==> src/rtl/alu4_pkg.sv <==
// Shared encodings for the 4-bit ALU sequencing stage: command kinds, FSM states
// and flag-register bit positions ({Z,V,R,C} from bit 3 down to bit 0).
package alu4_pkg;

  localparam logic [1:0] KIND_ALU   = 2'b00;
  localparam logic [1:0] KIND_LOADI = 2'b01;
  localparam logic [1:0] KIND_READ  = 2'b10;
  localparam logic [1:0] KIND_SETF  = 2'b11;

  typedef enum logic [1:0] {
    ST_IDLE = 2'd0,
    ST_EXEC = 2'd1,
    ST_RESP = 2'd2
  } state_t;

  localparam int FLAG_C = 0;
  localparam int FLAG_R = 1;
  localparam int FLAG_V = 2;
  localparam int FLAG_Z = 3;

endpackage

==> src/rtl/alu4_regfile.sv <==
// 4 x 4-bit register file: two combinational read ports, one synchronous write port.
// Reads see the state after any write on the previous edge; no internal bypass.
module alu4_regfile (
  input  logic       clk,
  input  logic       rst_n,
  input  logic [1:0] ra_addr,
  input  logic [1:0] rb_addr,
  output logic [3:0] ra_data,
  output logic [3:0] rb_data,
  input  logic       wr_en,
  input  logic [1:0] wr_addr,
  input  logic [3:0] wr_data
);

  logic [3:0] regs [4];

  always_ff @(posedge clk or negedge rst_n) begin
    if (!rst_n) begin
      for (int i = 0; i < 4; i++) regs[i] <= '0;
    end else if (wr_en) begin
      regs[wr_addr] <= wr_data;
    end
  end

  assign ra_data = regs[ra_addr];
  assign rb_data = regs[rb_addr];

endmodule

==> src/rtl/alu4_exec_ctrl.sv <==
// Sequencer in front of the combinational 4-bit ALU: accept -> 1-cycle EXEC -> RESP.
// Response held until rsp_ready; a new command may be taken on the same edge (2-cycle spacing).
module alu4_exec_ctrl
  import alu4_pkg::*;
(
  input  logic       clk,
  input  logic       rst_n,
  input  logic       cmd_valid,
  output logic       cmd_ready,
  input  logic [1:0] cmd_kind,
  input  logic [3:0] cmd_op,
  input  logic [1:0] cmd_rd,
  input  logic [1:0] cmd_ra,
  input  logic [1:0] cmd_rb,
  input  logic       cmd_wb,
  input  logic [3:0] cmd_imm,
  output logic [3:0] alu_a,
  output logic [3:0] alu_b,
  output logic [3:0] alu_op,
  output logic       alu_cin,
  output logic       alu_rin,
  input  logic [3:0] alu_res,
  input  logic       alu_cout,
  input  logic       alu_rout,
  input  logic       alu_v,
  input  logic       alu_z,
  output logic       rsp_valid,
  input  logic       rsp_ready,
  output logic [3:0] rsp_data,
  output logic [3:0] rsp_flags
);

  state_t     state, state_nxt;
  logic       accept, exec_done;
  logic [1:0] kind_q, rd_q;
  logic       wb_q;
  logic [3:0] imm_q, result_q, flags_q, flags_alu;
  logic [3:0] rf_a, rf_b, rf_wdata;
  logic       rf_we;

  alu4_regfile u_regfile (
    .clk     (clk),
    .rst_n   (rst_n),
    .ra_addr (cmd_ra),
    .rb_addr (cmd_rb),
    .ra_data (rf_a),
    .rb_data (rf_b),
    .wr_en   (rf_we),
    .wr_addr (rd_q),
    .wr_data (rf_wdata)
  );

  always_ff @(posedge clk or negedge rst_n) begin
    if (!rst_n) state <= ST_IDLE;
    else        state <= state_nxt;
  end

  always_comb begin
    state_nxt = state;
    cmd_ready = 1'b0;
    case (state)
      ST_IDLE: begin
        cmd_ready = 1'b1;
        if (cmd_valid) state_nxt = ST_EXEC;
      end
      ST_EXEC: state_nxt = ST_RESP;
      ST_RESP: begin
        cmd_ready = rsp_ready;
        if (rsp_ready) state_nxt = cmd_valid ? ST_EXEC : ST_IDLE;
      end
      default: state_nxt = ST_IDLE;
    endcase
  end

  assign accept    = cmd_valid & cmd_ready;
  assign exec_done = (state == ST_EXEC);
  assign rsp_valid = (state == ST_RESP);
  assign rsp_data  = result_q;
  assign rsp_flags = flags_q;

  always_comb begin
    flags_alu         = '0;
    flags_alu[FLAG_C] = alu_cout;
    flags_alu[FLAG_R] = alu_rout;
    flags_alu[FLAG_V] = alu_v;
    flags_alu[FLAG_Z] = alu_z;
  end

  // Writeback lands on the EXEC edge, so an operand read at the next accept already sees it.
  assign rf_we    = exec_done & (((kind_q == KIND_ALU) & wb_q) | (kind_q == KIND_LOADI));
  assign rf_wdata = (kind_q == KIND_LOADI) ? imm_q : alu_res;

  always_ff @(posedge clk or negedge rst_n) begin
    if (!rst_n) begin
      kind_q   <= KIND_ALU;
      rd_q     <= '0;
      wb_q     <= 1'b0;
      imm_q    <= '0;
      alu_a    <= '0;
      alu_b    <= '0;
      alu_op   <= '0;
      alu_cin  <= 1'b0;
      alu_rin  <= 1'b0;
      result_q <= '0;
      flags_q  <= '0;
    end else begin
      if (accept) begin
        kind_q  <= cmd_kind;
        rd_q    <= cmd_rd;
        wb_q    <= cmd_wb;
        imm_q   <= cmd_imm;
        alu_op  <= cmd_op;
        alu_a   <= rf_a;
        alu_b   <= rf_b;
        alu_cin <= flags_q[FLAG_C];
        alu_rin <= flags_q[FLAG_R];
      end
      if (exec_done) begin
        case (kind_q)
          KIND_ALU: begin
            result_q <= alu_res;
            flags_q  <= flags_alu;
          end
          KIND_LOADI: result_q <= imm_q;
          KIND_READ:  result_q <= alu_a;
          KIND_SETF: begin
            result_q <= imm_q;
            flags_q  <= imm_q;
          end
          default: result_q <= result_q;
        endcase
      end
    end
  end

endmodule
==> config.mk <==
export PLATFORM = sky130hd
export DESIGN_NAME = alu4_exec_ctrl
export DESIGN_NICKNAME = d
export VERILOG_FILES = /design/src/rtl/alu4_pkg.sv /design/src/rtl/alu4_regfile.sv /design/src/rtl/alu4_exec_ctrl.sv
export SDC_FILE = /design/constraint.sdc
export NUM_CORES = 1
export LEC_CHECK = 0
export CORE_UTILIZATION = 35
export DETAILED_ROUTE_END_ITERATION = 10
export SLEW_MARGIN = 20
export SYNTH_ARGS = -nofsm -noshare
export SYNTH_HDL_FRONTEND = slang
export SYNTH_SLANG_ARGS = --single-unit
==> constraint.sdc <==
create_clock -name clk -period 2.8 [get_ports clk]
set_input_delay 0.42 -clock clk [delete_from_list [all_inputs] [get_ports clk]]
set_output_delay 0.42 -clock clk [all_outputs]
set_load 0.02 [all_outputs]
==> results of run 1 <==
## logic make-up after synthesis
logic type                 count (synthesis)
muxes                                     55
DFF                                       49
and+or+nand+nor                           21
AOI/OAI and AO/OA                         16
buffers and inverters                      9
adders and majority gates                  5
## cells in the final DEF, fill, tap and decap left out, types with 5 or more instances in the layout
cell type | netlist | final
sky130_fd_sc_hd__clkdlybuf4s50_1 | 0 | 51
sky130_fd_sc_hd__dfrtp_1 | 49 | 49
sky130_fd_sc_hd__mux2_2 | 39 | 39
sky130_fd_sc_hd__mux4_2 | 8 | 8
sky130_fd_sc_hd__nor2b_1 | 5 | 5
sky130_fd_sc_hd__a21oi_1 | 5 | 5
sky130_fd_sc_hd__nand2_1 | 5 | 5
sky130_fd_sc_hd__ha_1 | 5 | 5
sky130_fd_sc_hd__clkbuf_8 | 0 | 5
## per-layer routing
metal / routed length, µm / part of all wire / GRT usage / vias to the layer above
met2: 2540 / 0.53 / 0.251 / 20
met1: 2090 / 0.43 / 0.188 / 748
li1: - / - / - / 681
met4: 68 / 0.014 / 0.0455 / 0
met3: 127 / 0.026 / 0.0338 / 7
met5: 0 / 0 / 0 / -
## worst max-delay path: cells and delay by family
family | cells | cell delay (ps)
AO/OA/AOI/OAI | 1 | 160
buffers and inverters | 3 | 1140
## power by group through the flow
| stage | clock [µW] | sequential [µW] | combinational (µW) |
|---|---|---|---|
| after global routing | 473 | 1250 | 1240 |
| after global placement | 0 | 1190 | 1150 |
| after detailed placement | 0 | 1220 | 1170 |
| after floorplan | 0 | 1320 | 557 |
| after CTS | 432 | 1210 | 1180 |
| final | 418 | 1210 | 1160 |
## Yosys cell counts
cell and count:
sky130_fd_sc_hd__nor3_2 1, sky130_fd_sc_hd__or4_1 1, sky130_fd_sc_hd__clkbuf_1 2, sky130_fd_sc_hd__inv_1 4
sky130_fd_sc_hd__or2_2 1, sky130_fd_sc_hd__nand2_1 5, sky130_fd_sc_hd__nand2b_1 1, sky130_fd_sc_hd__mux2_2 39
sky130_fd_sc_hd__a21oi_2 1, sky130_fd_sc_hd__dfrtp_1 49, sky130_fd_sc_hd__mux4_2 8, sky130_fd_sc_hd__nor4b_2 1
sky130_fd_sc_hd__or4b_4 1, sky130_fd_sc_hd__a21oi_1 5, sky130_fd_sc_hd__buf_2 3, sky130_fd_sc_hd__ha_1 5
sky130_fd_sc_hd__a21bo_2 1, sky130_fd_sc_hd__mux2i_1 4, sky130_fd_sc_hd__mux2_4 4, sky130_fd_sc_hd__o31ai_1 4
sky130_fd_sc_hd__a211oi_2 1, sky130_fd_sc_hd__a221oi_1 4, sky130_fd_sc_hd__nor2b_1 5, sky130_fd_sc_hd__nor3b_1 1
sky130_fd_sc_hd__nor2_1 4
## worst max-delay path by stage
stage                               start                              to  slack (ps)  depth (start not counted)
global route        kind_q[1]$_DFFE_PN0P_  u_regfile.regs[12]$_DFFE_PN0P_         590                          5
global placement                rsp_ready                       cmd_ready         670                          4
CTS                             rsp_ready                       cmd_ready         640                          4
floorplan           kind_q[1]$_DFFE_PN0P_  u_regfile.regs[12]$_DFFE_PN0P_         960                          6
finish                          rsp_ready                       cmd_ready         660                          4
detailed placement              rsp_ready                       cmd_ready         640                          4
## through the flow
step	setup WS (ps)	power (µW)	hold slack (ps)
6_report	659	2790	129
5_1_grt	592	2960	166
4_1_cts	642	2820	361
3_5_place_dp	643	2400	473
3_3_place_gp	668	2340	462
2_1_floorplan	962	1880	124
## final cells by class
cell class                      instances  area, µm²
Clock buffer                            6       72.6
Clock inverter                          2       15.0
Fill cell                             568       3340
Inverter                                4       15.0
Multi-Input combinational cell         97       1040
Sequential cell                        49       1230
Tap cell                               77       96.3
Timing Repair Buffer                   53        538
## sequential cells by signal, indices dropped and copies added, names as in the netlist
| register | flops |
|---|---|
| rd_q | 2 |
| kind_q | 2 |
| state | 2 |
| wb_q | 1 |
| alu_b | 4 |
| alu_rin | 1 |
| imm_q | 4 |
| alu_op | 4 |
| alu_a | 4 |
| alu_cin | 1 |
| u_regfile.regs | 16 |
| rsp_data | 4 |
| rsp_flags | 4 |
==> flow_summary.ini, run 1 <==
[outcome]
status = finished, final reports clean

[floorplan]
floorplan.die.height_um = 83.0
initial_core_utilization = 0.362
core-area_um2 = 6350
num_rows = 29
die_outline_width_um = 83.0
floorplan.die_area_um2 = 6890
ioPinCount = 53

[route]
detail_route.wl_per_cell_um = 16.8
final_antenna_net_count = 0
dr.pass1.iters = 4
via_count = 1456
detail_route.iter0.violations = 87
vias_per_cell = 5.06
post-route-drc-count = 0
drt_wl_total_mm = 4.83

[power_and_ir_drop]
pwr_density_cell_nw_per_um2 = 927
clock_power_share = 0.150
power_report.internal_total_uw = 1840
leakage_uw = 0.00123
switchingPower_uw = 950
max-vdd-ir-drop_mv = 0.406
seq_power_share = 0.433
power.switching_fraction = 0.341
comb_power_share = 0.417

[critical_path]
crit_path_frequent_cell = sky130_fd_sc_hd__clkdlybuf4s50_1
cp_cell_sequence = clkdlybuf4s50_1 > inv_1 > a21oi_1 > clkdlybuf4s50_1
timing.reg2reg.setup_slack_ps = 710
cp-start-kind = input port
worst_path_fanout_max = 3
worst-endpoint-arrival_ps = 1720
crit_required_ps = 2380
critical-path-slowest-cell = sky130_fd_sc_hd__clkdlybuf4s50_1
biggest_cell_delay_along_the_critical_path_ps = 610
critPathKind = in -> out
critical_path.reg2reg.endpoint = u_regfile.regs[12]$_DFFE_PN0P_
timing.reg2reg.worst_path_depth = 5
rr_startpoint = kind_q[1]$_DFFE_PN0P_
setup.worst_path.end_class = primary output

[grt]
grt_first_pass_wirelength_mm = 8.00
grt.total_usage = 0.148
grt_start_max_net_pins = 50
grt_antenna_before_repair = 0
grt_overflow_total = 0
first_global_vias = 1554

[sta]
finalHoldViolations = 0
portion_of_the_clock_cycle_consumed_by_the_worst_path_in_the_final_layout = 0.765
setup_viol = 0
fin_setup_tns_ps = 0
achievable-frequency_mhz = 467
rsz_0062_raised_after_global_routing = false
period_needed_ps = 2140
max_slew_margin = 0.456
slew_viol_final = 0
max_slew.worst_pin.slew_ps = 814
finalClockSkew_ps = 9.25

[placed_design]
gp_routability_congestion = 0.787
place.port_buffers = 52
total_cell_area_at_the_placement_stage_um2 = 2920
post-dp-hpwl_mm = 3.74
dp_cells = 280

[logic_synthesis]
synth.avg_cell_area_um2 = 14.8
synthesis.instances = 155
post_synth_instance_area_um2 = 2300
syn-num-nets = 189
post_synth_mux_area_share = 0.313
yosys.cell_types.count = 25
yosys.area_share.xor_xnor = 0
post-synth-top-area-fraction = 0.533
synth_compound_area_frac = 0.0528
synth_adder_area_share = 0.0272
count_of_synthesis_stage_warnings_from_yosys = 0
synth_top_family_by_area = multiplexers
synth_sequential_area_ratio = 0.533
largest_cells_by_area_after_synthesis = sky130_fd_sc_hd__dfrtp_1 (53%), sky130_fd_sc_hd__mux2_2 (19%), sky130_fd_sc_hd__mux4_2 (7.8%)
cell_taking_the_most_area_after_synthesis = sky130_fd_sc_hd__dfrtp_1
synth.ff_latch_count = 49
synth_simple_gate_area_frac = 0.0572

[cts]
cts_made_buffers = 5
clock_tree.buffer_depth = 2
cts_max_level = 2
clk_pin_slew_ps = 90
clk-insertion-delay-late_ps = 300
postCtsHoldBufs = 0
cts_root_buffer = sky130_fd_sc_hd__clkbuf_8
cts.repair_timing.setup_buffer_count = 0
clock_tree_from_tritoncts = built
tritoncts_num_sinks = 49
post_cts_resize_count = 0

[final_layout]
fraction_of_layout_cells_with_a_size_suffix_above_1 = 0.318
fin_cells = 288
core_occupancy_in_the_finished_layout = 0.473
antenna_cells_inserted = 0
nNetsFinal = 244
area_growth_syn_to_layout_pct = 30.8
finish.instance_area_um2 = 3010

[worst_hold_path]
min-delay-path-class = in -> async

[run]
cap_violations = 0
(Power assumes the default switching activity.)
==> inputs of run 2 (changes only) <==
clock period = 1.9 ns   (was 2.8 ns; I/O delays follow)
==> flow_summary.ini, run 2 (synthesis gave the netlist of run 1 again) <==
[power_and_ir_drop]
comb_power_share = 0.423
power.switching_fraction = 0.339
pwr_density_cell_nw_per_um2 = 1340
total_power_consumption_uw = 4150
seq_power_share = 0.427
switchingPower_uw = 1410
clock_power_share = 0.151
max-vdd-ir-drop_mv = 0.624
power_report.internal_total_uw = 2750
leakage_uw = 0.00131

[placed_design]
gp_routability_congestion = 0.780
place.port_buffers = 52
post-dp-hpwl_mm = 3.78
preCtsSetupSlack_ps = 8.91

[cts]
postCtsHoldBufs = 0
cts_made_buffers = 5
cts_root_buffer = sky130_fd_sc_hd__clkbuf_8
clk-insertion-delay-late_ps = 300
tritoncts_num_sinks = 49
clock_tree_from_tritoncts = built
clk_pin_slew_ps = 90
cts.repair_timing.setup_buffer_count = 0
post_cts_resize_count = 0
cts_max_level = 2
clock_tree.buffer_depth = 2

[critical_path]
buffers_and_inverters_on_the_worst_path = 1
cp_cell_sequence = inv_1 > ha_1 > a21oi_2 > or4_4 > mux2_4
worst-endpoint-arrival_ps = 1950
biggest_cell_delay_along_the_critical_path_ps = 550
critPathKind = reg -> reg
crit_required_ps = 2090
cp-start-kind = register
critical-path-slowest-cell = sky130_fd_sc_hd__or4_4
setup.worst_path.end_class = register
worst_path_fanout_max = 4
cpLargestDelayFamily = simple AND/OR/NAND/NOR gates

[grt]
grt_start_max_net_pins = 34
met2_track_usage_gr = 0.262
grt_overflow_total = 0
grt_antenna_before_repair = 0
first_global_vias = 1613
grt.total_usage = 0.150
grt_busiest_layer = met2
met3_usage = 0.0318
grt_first_pass_wirelength_mm = 8.16
met1_track_demand_over_resource = 0.189

[floorplan]
floorplan.die_area_um2 = 6890
num_rows = 29
core-area_um2 = 6350
initial_core_utilization = 0.362
die_outline_width_um = 83.0
ioPinCount = 53
floorplan.die.height_um = 83.0

[run]
cap_violations = 0

[final_layout]
area_growth_syn_to_layout_pct = 34.4
registers.top_by_ff_count = u_regfile.regs
fraction_of_layout_cells_with_a_size_suffix_above_1 = 0.357
largest_register_ff_count = 16
nNetsFinal = 254
antenna_cells_inserted = 0
fillCellCount = 537
layout_common_cells = sky130_fd_sc_hd__dfrtp_1 (49), sky130_fd_sc_hd__clkdlybuf4s50_1 (49), sky130_fd_sc_hd__mux2_2 (39), sky130_fd_sc_hd__buf_4 (10), sky130_fd_sc_hd__mux4_2 (8)

[sta]
achievable-frequency_mhz = 567
final_critical_path_setup_slack_ps = 136
max_slew_margin = 0.497
max_slew.worst_pin.slew_ps = 755
portion_of_the_clock_cycle_consumed_by_the_worst_path_in_the_final_layout = 0.928
fin_setup_tns_ps = 0
finalHoldViolations = 0
rsz_0062_raised_after_global_routing = false
finalClockSkew_ps = 5.88
period_needed_ps = 1760
slew_viol_final = 0
setup_viol = 0

[route]
detail_route.iter0.violations = 50
vias_per_cell = 5.03
post-route-drc-count = 0
final_antenna_net_count = 0
detail_route.wl_per_cell_um = 16.2
dr.pass1.iters = 4
drt_wl_total_mm = 4.84
via_count = 1498

[worst_hold_path]
min-delay-path-class = in -> async

[outcome]
status = finished, final reports clean
==> run 2: stage by stage <==
step	cells	util	hold slack [ps]	cell area, µm²
global route	298	0.487	86.0	3090
CTS	298	0.485	63.2	3080
global placement	290	0.471	376	2990
detailed placement	290	0.471	396	2990
finish	298	0.487	44.7	3090
floorplan	155	-	-10.6	2300
==> run 2: worst paths after layout <==
check,slack (ps),depth (start not counted),startpoint,endpoint
worst min-delay path,40,1,rst_n,alu_b[0]$_DFFE_PN0P_
min in group clk,490,2,rsp_data[3]$_DFFE_PN0P_,rsp_data[3]$_DFFE_PN0P_
max in group asynchronous,1230,2,rst_n,u_regfile.regs[13]$_DFFE_PN0P_
worst max-delay path,140,5,kind_q[0]$_DFFE_PN0P_,u_regfile.regs[13]$_DFFE_PN0P_
worst min register to register,490,2,rsp_data[3]$_DFFE_PN0P_,rsp_data[3]$_DFFE_PN0P_
worst max register to register,140,5,kind_q[0]$_DFFE_PN0P_,u_regfile.regs[13]$_DFFE_PN0P_
==> run 2: power by group through the flow <==
stage | Clock (µW) | Sequential [µW] | Combinational (µW)
final | 625 | 1770 | 1760
after global routing | 675 | 1840 | 1890
after CTS | 642 | 1780 | 1780
after detailed placement | 0 | 1800 | 1770
after global placement | 0 | 1780 | 1750
after floorplan | 0 | 1950 | 821
==> run 2: layer usage <==
metal	routed length, µm	vias up
met5	0	-
met4	24	0
met3	145	2
met2	2500	21
met1	2160	767
li1	-	708
==> run 2: layout make-up <==
| cell class | instances | area, µm² | area share |
|---|---|---|---|
| Tap cell | 77 | 96.3 | 0.0312 |
| Clock buffer | 5 | 68.8 | 0.0223 |
| Multi-Input combinational cell | 97 | 1050 | 0.339 |
| Sequential cell | 49 | 1230 | 0.397 |
| Clock inverter | 3 | 21.3 | 0.00689 |
| Timing Repair Buffer | 63 | 616 | 0.199 |
| Inverter | 4 | 15.0 | 0.00486 |
